`config.mk`:
```
export PLATFORM = sky130hd
export DESIGN_NAME = hx8352_fill_sequencer
export DESIGN_NICKNAME = d
export VERILOG_FILES = /design/src/rtl/hx8352_fill_sequencer.sv
export SDC_FILE = /design/constraint.sdc
export NUM_CORES = 1
export LEC_CHECK = 0
export ABC_AREA = 1
export BUFFER_PORTS_ARGS = -buffer_cell sky130_fd_sc_hd__buf_4
export CAP_MARGIN = 40
export CORE_UTILIZATION = 60
export DETAILED_ROUTE_END_ITERATION = 8
export PLACE_DENSITY_LB_ADDON = 0.12
export SLEW_MARGIN = 20
export SYNTH_ARGS = -nofsm -noshare
export SYNTH_HDL_FRONTEND = slang
export SYNTH_SLANG_ARGS = --single-unit
```
`constraint.sdc`:
```
create_clock -name clk -period 4.4 [get_ports clk]
set_input_delay 0.88 -clock clk [delete_from_list [all_inputs] [get_ports clk]]
set_output_delay 0.88 -clock clk [all_outputs]
set_load 0.03 [all_outputs]
```
`src/rtl/hx8352_fill_sequencer.sv`:
```
// hx8352_fill_sequencer
//   Paints a solid-colour rectangle through the HX8352 bus controller.
//   One accepted request produces 16 window-register transfers
//   (command/data pairs for registers 0x02..0x09), the GRAM-write command
//   0x22, then N = (x1-x0+1)*(y1-y0+1) data words equal to color. Every
//   word is handed over with the step/busy handshake.
//
//   Optional build macro: HX8352_STEP_TIMEOUT_EN
//     When defined, a fill is abandoned with an err pulse if bus_busy
//     has not risen within TIMEOUT cycles of a step.
//
// Ports
//   clk, rst        clock; asynchronous active-high reset
//   req             start request, sampled only while ready=1
//   x0/x1, y0/y1    inclusive window corners; color  RGB565 fill value
//   ready           idle and able to accept a request
//   done            one-cycle pulse after the last pixel transfer
//   err             one-cycle pulse on a rejected request or a timeout
//   bus_busy        busy from the bus controller
//   bus_data/bus_dc word and command(0)/data(1) flag to the bus controller
//   bus_step        one-cycle transfer strobe
//
// state       | meaning
// S_IDLE      | waiting for a request
// S_ARM       | request accepted, waiting for bus_busy=0 before first step
// S_ISSUE     | bus_step high for one cycle, word valid
// S_WAIT_ACK  | waiting for bus_busy to rise
// S_WAIT_DONE | waiting for bus_busy to fall, then advance
// S_FIN       | done pulse, back to idle next cycle
module hx8352_fill_sequencer #(
  parameter int X_W     = 9,
  parameter int Y_W     = 9,
  parameter int TIMEOUT = 64
) (
  input  logic           clk,
  input  logic           rst,
  input  logic           req,
  input  logic [X_W-1:0] x0,
  input  logic [X_W-1:0] x1,
  input  logic [Y_W-1:0] y0,
  input  logic [Y_W-1:0] y1,
  input  logic [15:0]    color,
  output logic           ready,
  output logic           done,
  output logic           err,
  input  logic           bus_busy,
  output logic [15:0]    bus_data,
  output logic           bus_dc,
  output logic           bus_step
);

  localparam int NW = X_W + Y_W;
  // List index: 0..15 window pairs, 16 = GRAM command, 17 = pixel phase.
  localparam logic [4:0] CMD_IDX = 5'd16;
  localparam logic [4:0] PIX_IDX = 5'd17;

  typedef enum logic [2:0] {
    S_IDLE,
    S_ARM,
    S_ISSUE,
    S_WAIT_ACK,
    S_WAIT_DONE,
    S_FIN
  } state_t;

  state_t         state, state_next;
  logic [4:0]     idx, idx_next;
  logic [NW-1:0]  pix_cnt, pix_next, pix_load;
  logic [X_W-1:0] x0_q, x1_q;
  logic [Y_W-1:0] y0_q, y1_q;
  logic [15:0]    color_q;
  logic [X_W:0]   dx;
  logic [Y_W:0]   dy;
  logic           latch, err_next, to_expire;
  logic [15:0]    word, coord;
  logic           word_dc;

  assign dx       = {1'b0, x1} - {1'b0, x0} + (X_W+1)'(1);
  assign dy       = {1'b0, y1} - {1'b0, y0} + (Y_W+1)'(1);
  assign pix_load = NW'(dx) * NW'(dy);

`ifdef HX8352_STEP_TIMEOUT_EN
  localparam int TO_W = $clog2(TIMEOUT + 1);
  logic [TO_W-1:0] to_cnt;

  // Loaded while stepping, so the last WAIT_ACK cycle with a count of 1
  // lands TIMEOUT-1 cycles after the step and err shows TIMEOUT cycles after it.
  assign to_expire = (state == S_WAIT_ACK) && !bus_busy && (to_cnt <= TO_W'(1));

  always_ff @(posedge clk or posedge rst) begin
    if (rst)
      to_cnt <= '0;
    else if (state == S_ISSUE)
      to_cnt <= TO_W'(TIMEOUT - 1);
    else if (state == S_WAIT_ACK && to_cnt != '0)
      to_cnt <= to_cnt - TO_W'(1);
  end
`else
  assign to_expire = 1'b0;
`endif

  always_ff @(posedge clk or posedge rst) begin
    if (rst) state <= S_IDLE;
    else     state <= state_next;
  end

  always_comb begin
    state_next = state;
    idx_next   = idx;
    pix_next   = pix_cnt;
    err_next   = 1'b0;
    latch      = 1'b0;
    case (state)
      S_IDLE: begin
        if (ready && req) begin
          if (x1 < x0 || y1 < y0) begin
            err_next = 1'b1;
          end else begin
            latch      = 1'b1;
            idx_next   = 5'd0;
            pix_next   = pix_load;
            state_next = S_ARM;
          end
        end
      end
      S_ARM:   if (!bus_busy) state_next = S_ISSUE;
      S_ISSUE: state_next = S_WAIT_ACK;
      S_WAIT_ACK: begin
        if (bus_busy) begin
          state_next = S_WAIT_DONE;
        end else if (to_expire) begin
          err_next   = 1'b1;
          state_next = S_IDLE;
        end
      end
      S_WAIT_DONE: begin
        if (!bus_busy) begin
          if (idx != PIX_IDX) begin
            idx_next   = idx + 5'd1;
            state_next = S_ISSUE;
          end else if (pix_cnt == NW'(1)) begin
            pix_next   = '0;
            state_next = S_FIN;
          end else begin
            pix_next   = pix_cnt - NW'(1);
            state_next = S_ISSUE;
          end
        end
      end
      S_FIN:   state_next = S_IDLE;
      default: state_next = S_IDLE;
    endcase
  end

  // Word for the transfer about to be issued; odd window slots carry the
  // high byte (slot bit 1 clear) or low byte of the zero-extended coordinate.
  always_comb begin
    word    = 16'h0000;
    word_dc = 1'b0;
    case (idx_next[3:2])
      2'd0:    coord = 16'(x0_q);
      2'd1:    coord = 16'(x1_q);
      2'd2:    coord = 16'(y0_q);
      default: coord = 16'(y1_q);
    endcase
    if (idx_next == PIX_IDX) begin
      word    = color_q;
      word_dc = 1'b1;
    end else if (idx_next == CMD_IDX) begin
      word = 16'h0022;
    end else if (!idx_next[0]) begin
      word = 16'h0002 + {12'h000, idx_next[4:1]};
    end else begin
      word_dc = 1'b1;
      word    = idx_next[1] ? {8'h00, coord[7:0]} : {8'h00, coord[15:8]};
    end
  end

  assign done = (state == S_FIN);

  always_ff @(posedge clk or posedge rst) begin
    if (rst) begin
      idx      <= 5'd0;
      pix_cnt  <= '0;
      ready    <= 1'b0;
      err      <= 1'b0;
      bus_step <= 1'b0;
      bus_dc   <= 1'b0;
      bus_data <= 16'h0000;
      x0_q     <= '0;
      x1_q     <= '0;
      y0_q     <= '0;
      y1_q     <= '0;
      color_q  <= 16'h0000;
    end else begin
      idx      <= idx_next;
      pix_cnt  <= pix_next;
      ready    <= (state_next == S_IDLE);
      err      <= err_next;
      bus_step <= (state_next == S_ISSUE);
      // Held until the next issue, so the word stays stable through busy.
      if (state_next == S_ISSUE) begin
        bus_data <= word;
        bus_dc   <= word_dc;
      end
      if (latch) begin
        x0_q    <= x0;
        x1_q    <= x1;
        y0_q    <= y0;
        y1_q    <= y1;
        color_q <= color;
      end
    end
  end

endmodule

```
Word-level counts from Yosys, hierarchy flattened
Index checks and enable logic that the tools add are counted.
W data, S select, Z words.
- add/subtract/negate cells: 7
- multiply operators: 1
- magnitude comparators: 2
- equal/unequal tests: 16
- mux-type cells: 33
- reduce and logical (&&, ||, !) cells: 7
- operator list (kind ; number):
    $mux W18 ; 5
    $pmux W18 S2 ; 1
    $pmux W9 S3 ; 1
    $mux W8 ; 3
    $mux W3 ; 7
    $add A10 B1 Y10 const B ; 2
    $mux W5 ; 4
    $sub A9 B9 Y10 ; 2
    $eq A18 B1 Y1 const B ; 1
    $lt A9 B9 Y1 ; 2
    $mul A10 B10 Y18 ; 1
    $sub A18 B1 Y18 const B ; 1
    $mux W16 ; 1
    $pmux W3 S5 ; 1
    $eq A5 B5 Y1 const B ; 2
    $pmux W5 S2 ; 1
    $eq A3 B2 Y1 const B ; 3
    $mux W1 ; 9
    $ne A2 B2 Y1 const B ; 4
    $eq A3 B3 Y1 const B ; 2
    $logic_not A3 Y1 ; 2
    $add A2 B4 Y5 const A ; 1
    $add A5 B1 Y5 const B ; 1
    $ne A5 B5 Y1 const B ; 1
    8 further kinds ; 8
- register bits after elaboration: 98
- bits of input ports: 56
- output and inout port bits: 21
- word-level logic and storage cells: 79

Depth between registers and ports, before layout
- depth in word-level cells: 11
- depth in mapped cells: 35
- depth with buffers taken out: 35

Worst setup path before layout
Ideal clock, no wire load.
- kind: input to register
- start point: input port x0[1]
- end point: register pix_cnt[15]
- setup time: 0.126 ns
- arrival time: 6.563 ns
- data required time: 4.274 ns
- setup slack: -2.289 ns
- cell stages on the path: 33
- buffers on the path: 0
- path through: inv_1 ha_1 inv_1 ha_1 inv_1 fa_1 inv_1 nand2_1 nand2_1 nand2_1 o21bai_1 xor2_1 nand2_1 fa_1 inv_1 fa_1 inv_1 fa_1 inv_1 fa_1 inv_1 fa_1 inv_1 ha_1 a21oi_1 o21ai_0 nand2_1 nand3_1 a21oi_1 xor2_1 o21ai_0 nand2_1 o21ai_0
- longest elaborated chain between the ends: 6
- elaborated cells on any way between the ends: 10
- classes of those cells: 2 x add/sub; 1 x mul; 1 x order compare; 1 x eq/ne; 3 x mux; 2 x reduce/logical
- RTL lines (element ; RTL line ; RTL):
    from (decl) ; 38 ; input logic [X_W-1:0] x0,
    $sub A9 B9 Y10 ; 78 ; assign dx = {1'b0, x1} - {1'b0, x0} + (X_W+1)'(1);
    $add A10 B1 Y10 ; 78 ;
    $mul A10 B10 Y18 ; 80 ; assign pix_load = NW'(dx) * NW'(dy);
    $mux W18 ; 116 ; if (x1 < x0 || y1 < y0) begin
    $mux W18 ; 115 ; if (ready && req) begin
    $pmux W18 S2 ; 113 ; case (state)
    to (signal assigned) ; 197 ; pix_cnt <= pix_next;
    to (decl) ; 68 ; logic [NW-1:0] pix_cnt, pix_next, pix_load;
Parallel ways exist; a longest one is shown, timed or not. The select of a mux whose other input is x is not followed.
A chain may end at the register's enable or synchronous reset.

Final worst setup path
- start point: input port x0[3]
- end point: register pix_cnt[15]
The elaborated chain is that of the path after synthesis.

==> impl_metrics.toml <==
[critical_path]
arrival_ns = 6.66
start_kind = "input pin"
crit_end = "pix_cnt[15]"
rrSetupSlack_ns = 1.29
r2r_start = "state[1]"
rr_endpoint = "bus_data[0]"
crit_top_cell = "fa_1"
r2r_cells = 17
worstSetupEndpointType = "flop"
cp.required_ns = 4.65
max_stage_delay_ns = 0.51
cp_slowest_cell = "fa_1"
startpoint = "x0[3]"
path_class = "in -> reg"
critPathMaxFanout = 5

[timing]
fin_crit_ns = 6.41
fin_ws_ns = -2.01
tightest_slew_ns = 0.646
rsz0062_at_grt = "yes"
setup_violations = 14
hold_violations = 0
slew_headroom_pct = 56.7
slew_violations = 0
skew_ns = 0.0105
fmax_ghz = 0.156
post-route-period-util_pct = 146

[global_routing]
grtUsageTotal_pct = 32.8
grt_pass1_vias = 8864
grt_pass1_wl_mm = 42.1
grt_remaining_overflow = 0
antenna_found_initial = 0
grt_max_degree = 55

[min_path]
hold_class = "in -> async"

[clock_network]
clkLatencyLatePin_ns = 0.35
htreeDepth = 3
cts_buffer_depth = 2
cts_tree = "yes"
clk_pin_slew_worst_paths_ns = 0.08
cts_buffers = 9
cts_sinks = 98
clockRootBuffer = "clkbuf_16"

[status]
failed_checks = "setup timing"
status = "finished, violations left"

[synthesis]
syn_inst = 1269
syn_avg_cell_area_sq_um = 7.47
syn_nets = 1486
synthXorXnorAreaFrac_pct = 2.50
ys_seq_area_share_pct = 25.9
synth_top_area_share_pct = 25.9
ys_ff_latch = 98
synth-compound-area-share_pct = 8.95
synthMuxAreaShare_pct = 0
ys_types = 49
synth_area_sq_um = 9480
synthSimpleGateAreaFrac_pct = 25.8
synth_largest_area_cell = "dfrtp_1"
yosys-top-cells-area = "dfrtp_1 (26%), fa_1 (15%), nand2_1 (14%)"
synth-adder-area-share_pct = 26.7
yosys_warnings = 0
synth_top_family_by_area = "adder cells"

[final_layout]
final_nets = 1722
area_growth_pct = 34.4
drive_gt1_share_pct = 30.9
postLayoutCellArea_sq_um = 12700
n_antenna_cell = 0

[floorplan]
start_util_pct = 61.9
die_h_microns = 128
row_count = 45
core-area_sq_um = 15300
ioPinCount = 77
dieArea_sq_um = 16300
fp.dieW_microns = 128

[place]
globalplace.congestion = 0.914
dpl-instance-area_sq_um = 11600
place_hpwl_mm = 19.7
port_buffers = 76

[routing]
drc = 0
viasPerCell = 5.45
vias = 9374
drtPass1Iterations = 5
ant_nets = 0
drtIter0Drc = 763
wl_per_cell_microns = 16.0
wl_mm = 27.6

[job]
maxCapViolations = 0
[flip-flops by register name, indices dropped and copies added (netlist names)]
name      count
pix_cnt      18
bus_data     16
color_q      16
x0_q          9
x1_q          9
y0_q          9
y1_q          9
idx           5
state         3
bus_dc        1
bus_step      1
err           1
ready         1
[area by class of cell]
cell class | count | area, sq um
clock inverters | 7 | 62.6
flip-flops and latches | 98 | 2450
inverters | 221 | 866
multi-input cells | 925 | 6900
repair buffers | 250 | 1960
clock buffers | 9 | 225
well taps | 211 | 264
fillers | 930 | 2580
[synth_stat cells, drive strengths merged]
cell	number
nand2	373
inv	217
nor2	121
dfrtp	98
ha	92
fa	69
nand3	67
o21ai	67
a21oi	46
xor2	20
clkbuf	16
nor3	10
buf	9
a31oi	7
nand4	7
o21bai	7
xnor2	7
o22ai	5
clkinv	4
o31ai	4
or2	4
a21boi	3
nor4	3
a32oi	2
nand3b	2
o211ai	2
o32ai	2
a21o	1
a22o	1
a2bb2oi	1
a31o	1
o21a	1
[routing by layer]
metal | part of all wire (%) | wire length, microns | GRT usage [%] | vias up
li1 | - | - | - | 4421
met5 | 0 | 0 | 0 | -
met2 | 49 | 13400 | 54.0 | 369
met3 | 6.1 | 1680 | 4.76 | 76
met1 | 42 | 11500 | 45.2 | 4508
met4 | 3.4 | 936 | 9.97 | 0
[per-stage QoR]
stage	TNS [ns]	util (%)	setup slack [ns]	cells	hold slack (ns)
2_1_floorplan	-20.55	-	-1.97	1269	0.448
3_5_place_dp	-28.49	75.6	-2.41	1681	0.468
4_1_cts	-20.40	79.5	-1.79	1706	0.477
6_report	-22.47	83.1	-2.01	1721	0.473
5_1_grt	-25.30	83.1	-2.25	1721	0.491
3_3_place_gp	-26.76	75.4	-2.23	1680	0.462
[placed cells by master (no fill, tap or decap), types with 7 or more instances in the layout]
cell type / synthesis / layout
nand2_1: 363 / 327
buf_4: 4 / 234
inv_1: 211 / 173
nor2_1: 114 / 99
dfrtp_1: 98 / 98
fa_1: 69 / 65
ha_1: 92 / 63
nand3_1: 65 / 55
o21ai_0: 65 / 55
nand2_2: 7 / 34
inv_2: 5 / 33
a21oi_1: 45 / 28
ha_4: 0 / 26
xor2_1: 20 / 18
a21oi_2: 1 / 15
nor2_2: 3 / 13
buf_6: 2 / 13
nand2_4: 3 / 12
nor2_4: 4 / 9
nand3_2: 1 / 9
clkbuf_16: 0 / 9
o21ai_1: 2 / 8
inv_4: 1 / 8
nand4_1: 7 / 7
[worst min path at each step]
stage	to	start
CTS	pix_cnt[6]	rst
finish	pix_cnt[5]	rst
floorplan	y1_q[0]	y1_q[0]
detailed placement	x1_q[3]	x1_q[3]
global route	pix_cnt[8]	rst
global placement	color_q[10]	color_q[10]
[cell families (layout without fill, tap and decap cells)]
logic type      after synthesis  after routing
flops                        98             98
xor+xnor                     27             27
simple gates                587            587
fa+ha+maj                   161            161
compound gates              150            150
buf+inv                     246            487
[critical path, delay by kind of cell]
family	cells	cell delay, ns
fa+ha+maj	8	3.33
simple gates	5	0.46
xor+xnor	2	0.37
buf+inv	11	0.89
compound gates	6	0.74
[timing repair]
| action | in CTS | in global routing |
|---|---|---|
| buffers inserted | 10 | 16 |
| setup endpoints to repair | 14 | 14 |
| pin swaps | 42 | 70 |
| hold buffers | 0 | 0 |
| gates resized for setup | 57 | 123 |
Power is not shown: default switching activity piles up to over one toggle a cycle in this logic, so the estimate is an artifact.
